<file path="src/rtl/conv_8_32_if.sv">
// Byte-serial receive bus for the 8->32 deserializer.
// The slave side is the deserializer and the master side is whatever drives it.
interface conv_8_32_if;
    logic        valid_in;
    logic        align;
    logic [7:0]  dataIn;
    logic [31:0] dataOut;
    logic        valid_out;
    logic [1:0]  byte_idx;

    modport slave (
        input  valid_in,
        input  align,
        input  dataIn,
        output dataOut,
        output valid_out,
        output byte_idx
    );

    modport master (
        output valid_in,
        output align,
        output dataIn,
        input  dataOut,
        input  valid_out,
        input  byte_idx
    );
endinterface

</file>
<file path="src/rtl/conv_8_32.sv">
// 8-to-32-bit deserializer: packs four accepted bytes into one word with a one-cycle valid pulse.
// The align input drops any partial word so that byte 0 can be re-synchronized to the transmitter.
module conv_8_32 #(
    parameter bit LSB_FIRST = 1'b1
) (
    input  logic         clk,
    input  logic         reset,
    conv_8_32_if.slave   bus
);
    logic [1:0]  r_idx;
    logic [23:0] r_acc;
    logic [31:0] r_data;
    logic        r_valid;

    logic [1:0]  w_idx_nxt;
    logic [23:0] w_acc_nxt;
    logic [31:0] w_data_nxt;
    logic        w_valid_nxt;

    // Byte k of the first three lands where it will sit in the finished word.
    function automatic logic [23:0] place_byte(input logic [23:0] acc,
                                               input logic [1:0]  idx,
                                               input logic [7:0]  b);
        logic [23:0] res;
        res = acc;
        case (idx)
            2'd0: begin
                if (LSB_FIRST) res[7:0] = b;
                else           res[23:16] = b;
            end
            2'd1: res[15:8] = b;
            2'd2: begin
                if (LSB_FIRST) res[23:16] = b;
                else           res[7:0] = b;
            end
            default: res = acc;
        endcase
        return res;
    endfunction

    // Next-state: align restarts the word, byte 3 completes it, idle holds.
    always_comb begin
        w_idx_nxt   = r_idx;
        w_acc_nxt   = r_acc;
        w_data_nxt  = r_data;
        w_valid_nxt = 1'b0;
        if (bus.align) begin
            if (bus.valid_in) begin
                w_acc_nxt = place_byte(24'd0, 2'd0, bus.dataIn);
                w_idx_nxt = 2'd1;
            end else begin
                w_acc_nxt = 24'd0;
                w_idx_nxt = 2'd0;
            end
        end else if (bus.valid_in) begin
            if (r_idx == 2'd3) begin
                if (LSB_FIRST) w_data_nxt = {bus.dataIn, r_acc};
                else           w_data_nxt = {r_acc, bus.dataIn};
                w_valid_nxt = 1'b1;
                w_idx_nxt   = 2'd0;
                w_acc_nxt   = 24'd0;
            end else begin
                w_acc_nxt = place_byte(r_acc, r_idx, bus.dataIn);
                w_idx_nxt = r_idx + 2'd1;
            end
        end else begin
            w_idx_nxt = r_idx;
            w_acc_nxt = r_acc;
        end
    end

    // State and output registers; reset overrides any same-cycle byte or align.
    always_ff @(posedge clk) begin
        if (reset) begin
            r_idx   <= 2'd0;
            r_acc   <= 24'd0;
            r_data  <= 32'd0;
            r_valid <= 1'b0;
        end else begin
            r_idx   <= w_idx_nxt;
            r_acc   <= w_acc_nxt;
            r_data  <= w_data_nxt;
            r_valid <= w_valid_nxt;
        end
    end

    assign bus.dataOut   = r_data;
    assign bus.valid_out = r_valid;
    assign bus.byte_idx  = r_idx;
endmodule

</file>
<file path="src/flat_wrapper.sv">
// flat-port wrapper written by rule: the top's interface ports become plain ports
module conv_8_32_flat 
#(
    parameter bit LSB_FIRST = 1'b1
)
  (clk, reset, bus_valid_in, bus_align, bus_dataIn, bus_dataOut, bus_valid_out, bus_byte_idx);
  conv_8_32_if bus_i ();
  input  logic clk;
  input  logic reset;
  input wire logic [$bits(bus_i.valid_in)-1:0] bus_valid_in;
  input wire logic [$bits(bus_i.align)-1:0] bus_align;
  input wire logic [$bits(bus_i.dataIn)-1:0] bus_dataIn;
  output wire logic [$bits(bus_i.dataOut)-1:0] bus_dataOut;
  output wire logic [$bits(bus_i.valid_out)-1:0] bus_valid_out;
  output wire logic [$bits(bus_i.byte_idx)-1:0] bus_byte_idx;
  assign bus_i.valid_in = bus_valid_in;
  assign bus_i.align = bus_align;
  assign bus_i.dataIn = bus_dataIn;
  assign bus_dataOut = bus_i.dataOut;
  assign bus_valid_out = bus_i.valid_out;
  assign bus_byte_idx = bus_i.byte_idx;
  conv_8_32 #(.LSB_FIRST(LSB_FIRST)) u_core (.clk(clk), .reset(reset), .bus(bus_i));
endmodule
</file>
<file path="config.mk">
export PLATFORM = sky130hd
export DESIGN_NAME = conv_8_32_flat
export DESIGN_NICKNAME = d
export VERILOG_FILES = /design/src/rtl/conv_8_32_if.sv /design/src/rtl/conv_8_32.sv /design/src/flat_wrapper.sv
export SDC_FILE = /design/constraint.sdc
export NUM_CORES = 1
export LEC_CHECK = 0
export CORE_ASPECT_RATIO = 1.5
export CORE_MARGIN = 5
export CORE_UTILIZATION = 44
export CTS_BUF_LIST = sky130_fd_sc_hd__clkbuf_16
export CTS_CLUSTER_SIZE = 30
export DETAILED_ROUTE_END_ITERATION = 12
export PLACE_DENSITY = 0.74
export SLEW_MARGIN = 20
export SYNTH_ARGS = -nofsm -noshare
export SYNTH_HDL_FRONTEND = slang
export SYNTH_SLANG_ARGS = --single-unit
</file>
<file path="constraint.sdc">
create_clock -name clk -period 1.3 [get_ports clk]
set_input_delay 0.325 -clock clk [delete_from_list [all_inputs] [get_ports clk]]
set_output_delay 0.325 -clock clk [all_outputs]
set_load 0.005 [all_outputs]
</file>
# After elaboration in Yosys (flattened, before gate mapping)
# Cells that the tools add are included.
# totals
output_inout_bits,35
register_bits,59
input_bits,12
# op_classes
n_eq_ne,3
n_mux,12
n_bitwise,2
n_addsub,1
reduce_logical,10
# op_table
op,n
two-way mux 24 bit,3
two-way mux 8 bit,4
nonzero test 3 bit,3
two-way mux 2 bit,3
AND reduction 2 bit,3
"== test 2 bit, second input constant",2
AND reduction 3 bit,1
OR reduction 3 bit,1
"adder 2 x 1 -> 2 bit, second input constant",1
"== test 2 x 1 -> 1 bit, second input constant",1
logical NOT 2 bit,1
two-way mux 1 bit,2
inverter 1 bit,2
nonzero test 2 bit,1

# Depth between registers and ports, before layout
# depth
depth_word,5
mapped_depth,6

# Worst setup path before layout
# OpenSTA, ideal clock, no wires.
# synth_timing
path_type,flip-flop to flip-flop
start,register u_core.r_idx[1] (netlist: u_core.bus.byte_idx[1])
end,register u_core.r_acc[0]
path_buffers,1
arrival_ns,1.437
path_stages_with_launch,7
setup_ns,0.059
setup_slack_ns,-0.196
required_ns,1.241
synth_period_minus_slack_ns,1.496
path_cell_list,dfxtp_1 -> clkbuf_1 -> inv_1 -> ha_1 -> o21a_1 -> nor2_2 -> a22o_1
# synth_between
elab_chain_len,4
# synth_lines
item,line_no,text
start: declaration,conv_8_32.sv:10,logic [1:0] r_idx;
start signal: assignment,conv_8_32.sv:80,r_idx <= w_idx_nxt;
== test 2 bit,conv_8_32.sv:56,if (r_idx == 2'd3) begin
two-way mux 24 bit,conv_8_32.sv:56,
two-way mux 24 bit,conv_8_32.sv:55,end else if (bus.valid_in) begin
two-way mux 24 bit,conv_8_32.sv:47,if (bus.align) begin
end signal: assignment,conv_8_32.sv:81,r_acc <= w_acc_nxt;
end: declaration,conv_8_32.sv:11,logic [23:0] r_acc;
# Parallel ways exist; a longest one is shown, timed or not. The select of a mux whose other input is x is not followed.
# A chain may end at the register's enable or synchronous reset.

# Final worst setup path
# layout_timing
start,register u_core.r_idx[0] (netlist: u_core.bus.byte_idx[0])
end,register u_core.r_data[31] (netlist: u_core.bus.dataOut[31])
# layout_between
elab_chain_len,2
# layout_lines
item,line_no,text
== test 2 bit,conv_8_32.sv:56,
AND reduction 3 bit (no line),--,
end signal: assignment,conv_8_32.sv:82,r_data <= w_data_nxt;
end: declaration,conv_8_32.sv:12,logic [31:0] r_data;
# Every way passes these cells.

==> impl_results.md <==
- Layout net count: roughly 310
- Routed Antenna Nets: 0
- Ys Warns: 0
- Setup crit end: u_core.bus.dataOut[31]
- Pwr per Cell Area: 1290 nW/µm²
- Endpoint type of the worst setup path: flop
- Hold Path Class: input pin to flop
- Drt first pass iters: 4
- Initial core utilization: 44.9%
- Worst slew margin: 81.6%
- CTS H-tree depth: 3
- P_sw: 0.853 mW
- DR vias: 1836
- DIE WIDTH: 67.0 µm
- Top-count cell post-synth: nand2_1
- MaxCap Viol Count: 0
- Comb power frac: 5.2%
- Layout cells sized above 1: 22.7%
- Final Hold Vio Count: 0
- Cells after Synth: 236
- IO buf count: 46
- DRT Wirelength: about 5300 µm
- EDFF count, synth: 0
- Async S/R FF share, synth: 0%
- Io pins: 47
- Initial antenna violation count: 0
- Top post-synthesis cells by count: nand2_1 (73), dfxtp_1 (59), a21oi_1 (41)
- GP Congestion: 0.766
- Failing checks: setup timing
- Crit-path max FO: 15
- Worst Path Required: 1.55 ns
- Crit Path Class: flop to flop
- GRT Overall Usage: ~18%
- Clock Skew: 0.00582 ns
- Max VDD drop: 1.05 mV
- Register area share after synthesis: 55.2%
- Clock power frac: 48.9%
- R2r setup slk: -0.05 ns
- Mean area per synthesized cell: just over 9 µm²
- Post-synth cell types: 25
- Residual DRC: 0
- CTS sink cnt: 59
- Worst-skew pair later-pin latency: around 0.32 ns
- Slew @ Worst Pin: roughly 0.28 ns
- Worst Slack Setup Final: -0.0526 ns
- RSZ-0062 raised after global routing: yes
- Outcome: finished, violations left
- Avg WL per Cell: 14.5 µm
- Seq cells post-synth: 59
- Critical path arrival: ~1.6 ns
- Top cells by area, synth: dfxtp_1 (55%), nand2_1 (13%), a21oi_1 (9.6%), a22o_1 (6.5%), nand4b_1 (3.3%)
- Register share of total power: 45.9%
- Reg2reg end: u_core.bus.dataOut[31]
- Area Growth Syn to Fin: 46.0%
- Die Area: 6390 µm²
- Fin crit period: 1.35 ns
- Synthesized cell area: 2140 µm²
- Clock Pin Slew Worst Setup and Hold Paths: approximately 0.050 ns
- Final setup vio count: 19
- Internal power: 3.17 mW
- Non-Filler Instances: 366
- Crit share post-route: 104%
- # rows: 31
- Vias per cell: roughly 5
- Biggest area consumer among synthesized cells: dfxtp_1
- P_leak: 1.32 nW
- Hold buffer count at CTS: 0
- Diodes inserted: 0
- Hpwl dp: between 3000 and 4000 µm
- Crit. Startpoint: u_core.bus.byte_idx[0]
- Power after layout: 4.02 mW
- FMAX: 739 MHz
- CTS tree: yes
- Syn nets: 251
- Largest net degree at the start of global routing: 19
- Vias in the first global route: around 1800
- Top-area cell type share of the netlist area: between 50% and 60%
- First-pass GRT wire length: approximately 8400 µm
- Placed cells: 346
- DR iter-0 viols: 106
- Final Max Tran Viols: 0
- Core box area: 4770 µm²
- CTS Buf Count: 9
- R2R depth: 6
- Crit path launch type: flop
- Die height: 95.4 µm
- Gr ovfl total: 0
- Clk root buf: clkbuf_16
- Top_reg_cell synth: dfxtp_1
- CTS Buffer Depth: 2
- Reg2Reg Launch Point: u_core.bus.byte_idx[0]
- Switching Share: 21.2%
-- state kept, by name, indices dropped and copies added (netlist names) --
signal,count
u_core.bus.valid_out,1
u_core.bus.byte_idx,2
u_core.r_acc,24
u_core.bus.dataOut,32
-- power groups by stage --
stage	logic (mW)	registers [mW]	clock network, mW
after CTS	0.199	1.85	2.01
after floorplan	0.0984	1.88	0
after global routing	0.227	1.85	2.10
after detailed placement	0.191	1.89	0
after global placement	0.188	1.89	0
final	0.209	1.85	1.97
-- how the worst min path moves through the flow --
stage | from | to | slack, ns | cells past startpoint
floorplan | u_core.r_acc[0] | u_core.bus.dataOut[0] | 0.43 | 2
global placement | u_core.r_acc[17] | u_core.bus.dataOut[17] | 0.44 | 2
detailed placement | u_core.r_acc[21] | u_core.bus.dataOut[21] | 0.44 | 2
CTS | u_core.r_acc[21] | u_core.bus.dataOut[21] | 0.45 | 2
global route | u_core.r_acc[18] | u_core.bus.dataOut[18] | 0.46 | 2
finish | bus_align | u_core.bus.byte_idx[0] | 0.41 | 3
-- what timing repair did --
item / in CTS / in global routing
setup endpoints to repair: 78 / 48
pin swaps: 0 / 25
setup buffers: 2 / 2
gates cloned: 1 / 0
resized for setup: 53 / 30
-- metrics by stage --
| stage | TNS [ns] | util [%] | hold WS [ns] | instance area (µm²) | setup slack, ns |
|---|---|---|---|---|---|
| final | -0.305 | 65.5 | 0.409 | 3130 | -0.0526 |
| after global routing | -3.76 | 65.5 | 0.461 | 3130 | -0.140 |
| after CTS | -0.303 | 63.1 | 0.450 | 3010 | -0.0421 |
| after detailed placement | -20.52 | 57.2 | 0.443 | 2730 | -0.409 |
| after global placement | -19.83 | 57.2 | 0.442 | 2730 | -0.370 |
| after floorplan | 0 | - | 0.432 | 2170 | 0.0192 |
-- critical path: stages (launching register included) --
cell	delay (ns)
dfxtp_4	0.34
buf_6	0.12
ha_4	0.18
nand3b_1	0.14
buf_4	0.23
nand2_1	0.11
a21oi_2	0.15
-- area by class of cell --
| class | instances | area (µm²) |
|---|---|---|
| Clock buffer | 9 | 225 |
| Fill cell | 414 | 1650 |
| Clock inverter | 6 | 26.3 |
| Tap cell | 66 | 82.6 |
| Multi-Input combinational cell | 158 | 991 |
| Inverter | 3 | 11.3 |
| Sequential cell | 59 | 1190 |
| Timing Repair Buffer | 65 | 601 |
-- cells in the final DEF (no fill, tap or decap) --
| cell type | count |
|---|---|
| nand2_2 | 4 |
| o21a_1 | 2 |
| buf_4 | 12 |
| dfxtp_4 | 2 |
| buf_6 | 7 |
| nor4b_4 | 1 |
| nand2b_1 | 1 |
| clkdlybuf4s50_1 | 8 |
| nand2_1 | 66 |
| dfxtp_1 | 57 |
| ha_4 | 1 |
| dlymetal6s2s_1 | 2 |
| mux2i_1 | 1 |
| inv_1 | 5 |
| buf_12 | 1 |
| nand2b_4 | 1 |
| or3_1 | 1 |
| and3b_2 | 1 |
| nor2_1 | 3 |
| nor2_4 | 2 |
| clkinv_2 | 3 |
| ha_2 | 2 |
| clkbuf_16 | 9 |
| o21ai_0 | 1 |
| a21oi_2 | 19 |
| dlygate4sd2_1 | 35 |
| nand4b_1 | 8 |
| a21oi_1 | 23 |
| or2_1 | 1 |
| nand3b_1 | 1 |
| a22o_1 | 16 |
| nand2_4 | 3 |
| clkinv_1 | 1 |
-- logic make-up after synthesis --
| family | count (synthesis) | synth area share (%) |
|---|---|---|
| AO/OA/AOI/OAI | 61 | 17.5 |
| AND/OR/NAND/NOR | 93 | 20.8 |
| flip-flops | 59 | 55.2 |
| adder cells (fa/ha/maj) | 3 | 1.75 |
| buffers and inverters | 19 | 4.32 |
| multiplexers | 1 | 0.468 |
-- per-layer routing --
layer | up-vias | wire, µm | track usage [%]
met4 | 0 | 58 | 6.60
met1 | 866 | 2170 | 20.4
met5 | - | 0 | 0
met3 | 6 | 282 | 6.37
met2 | 44 | 2790 | 30.7
li1 | 920 | - | -
Power figures use the tool's default switching activity.
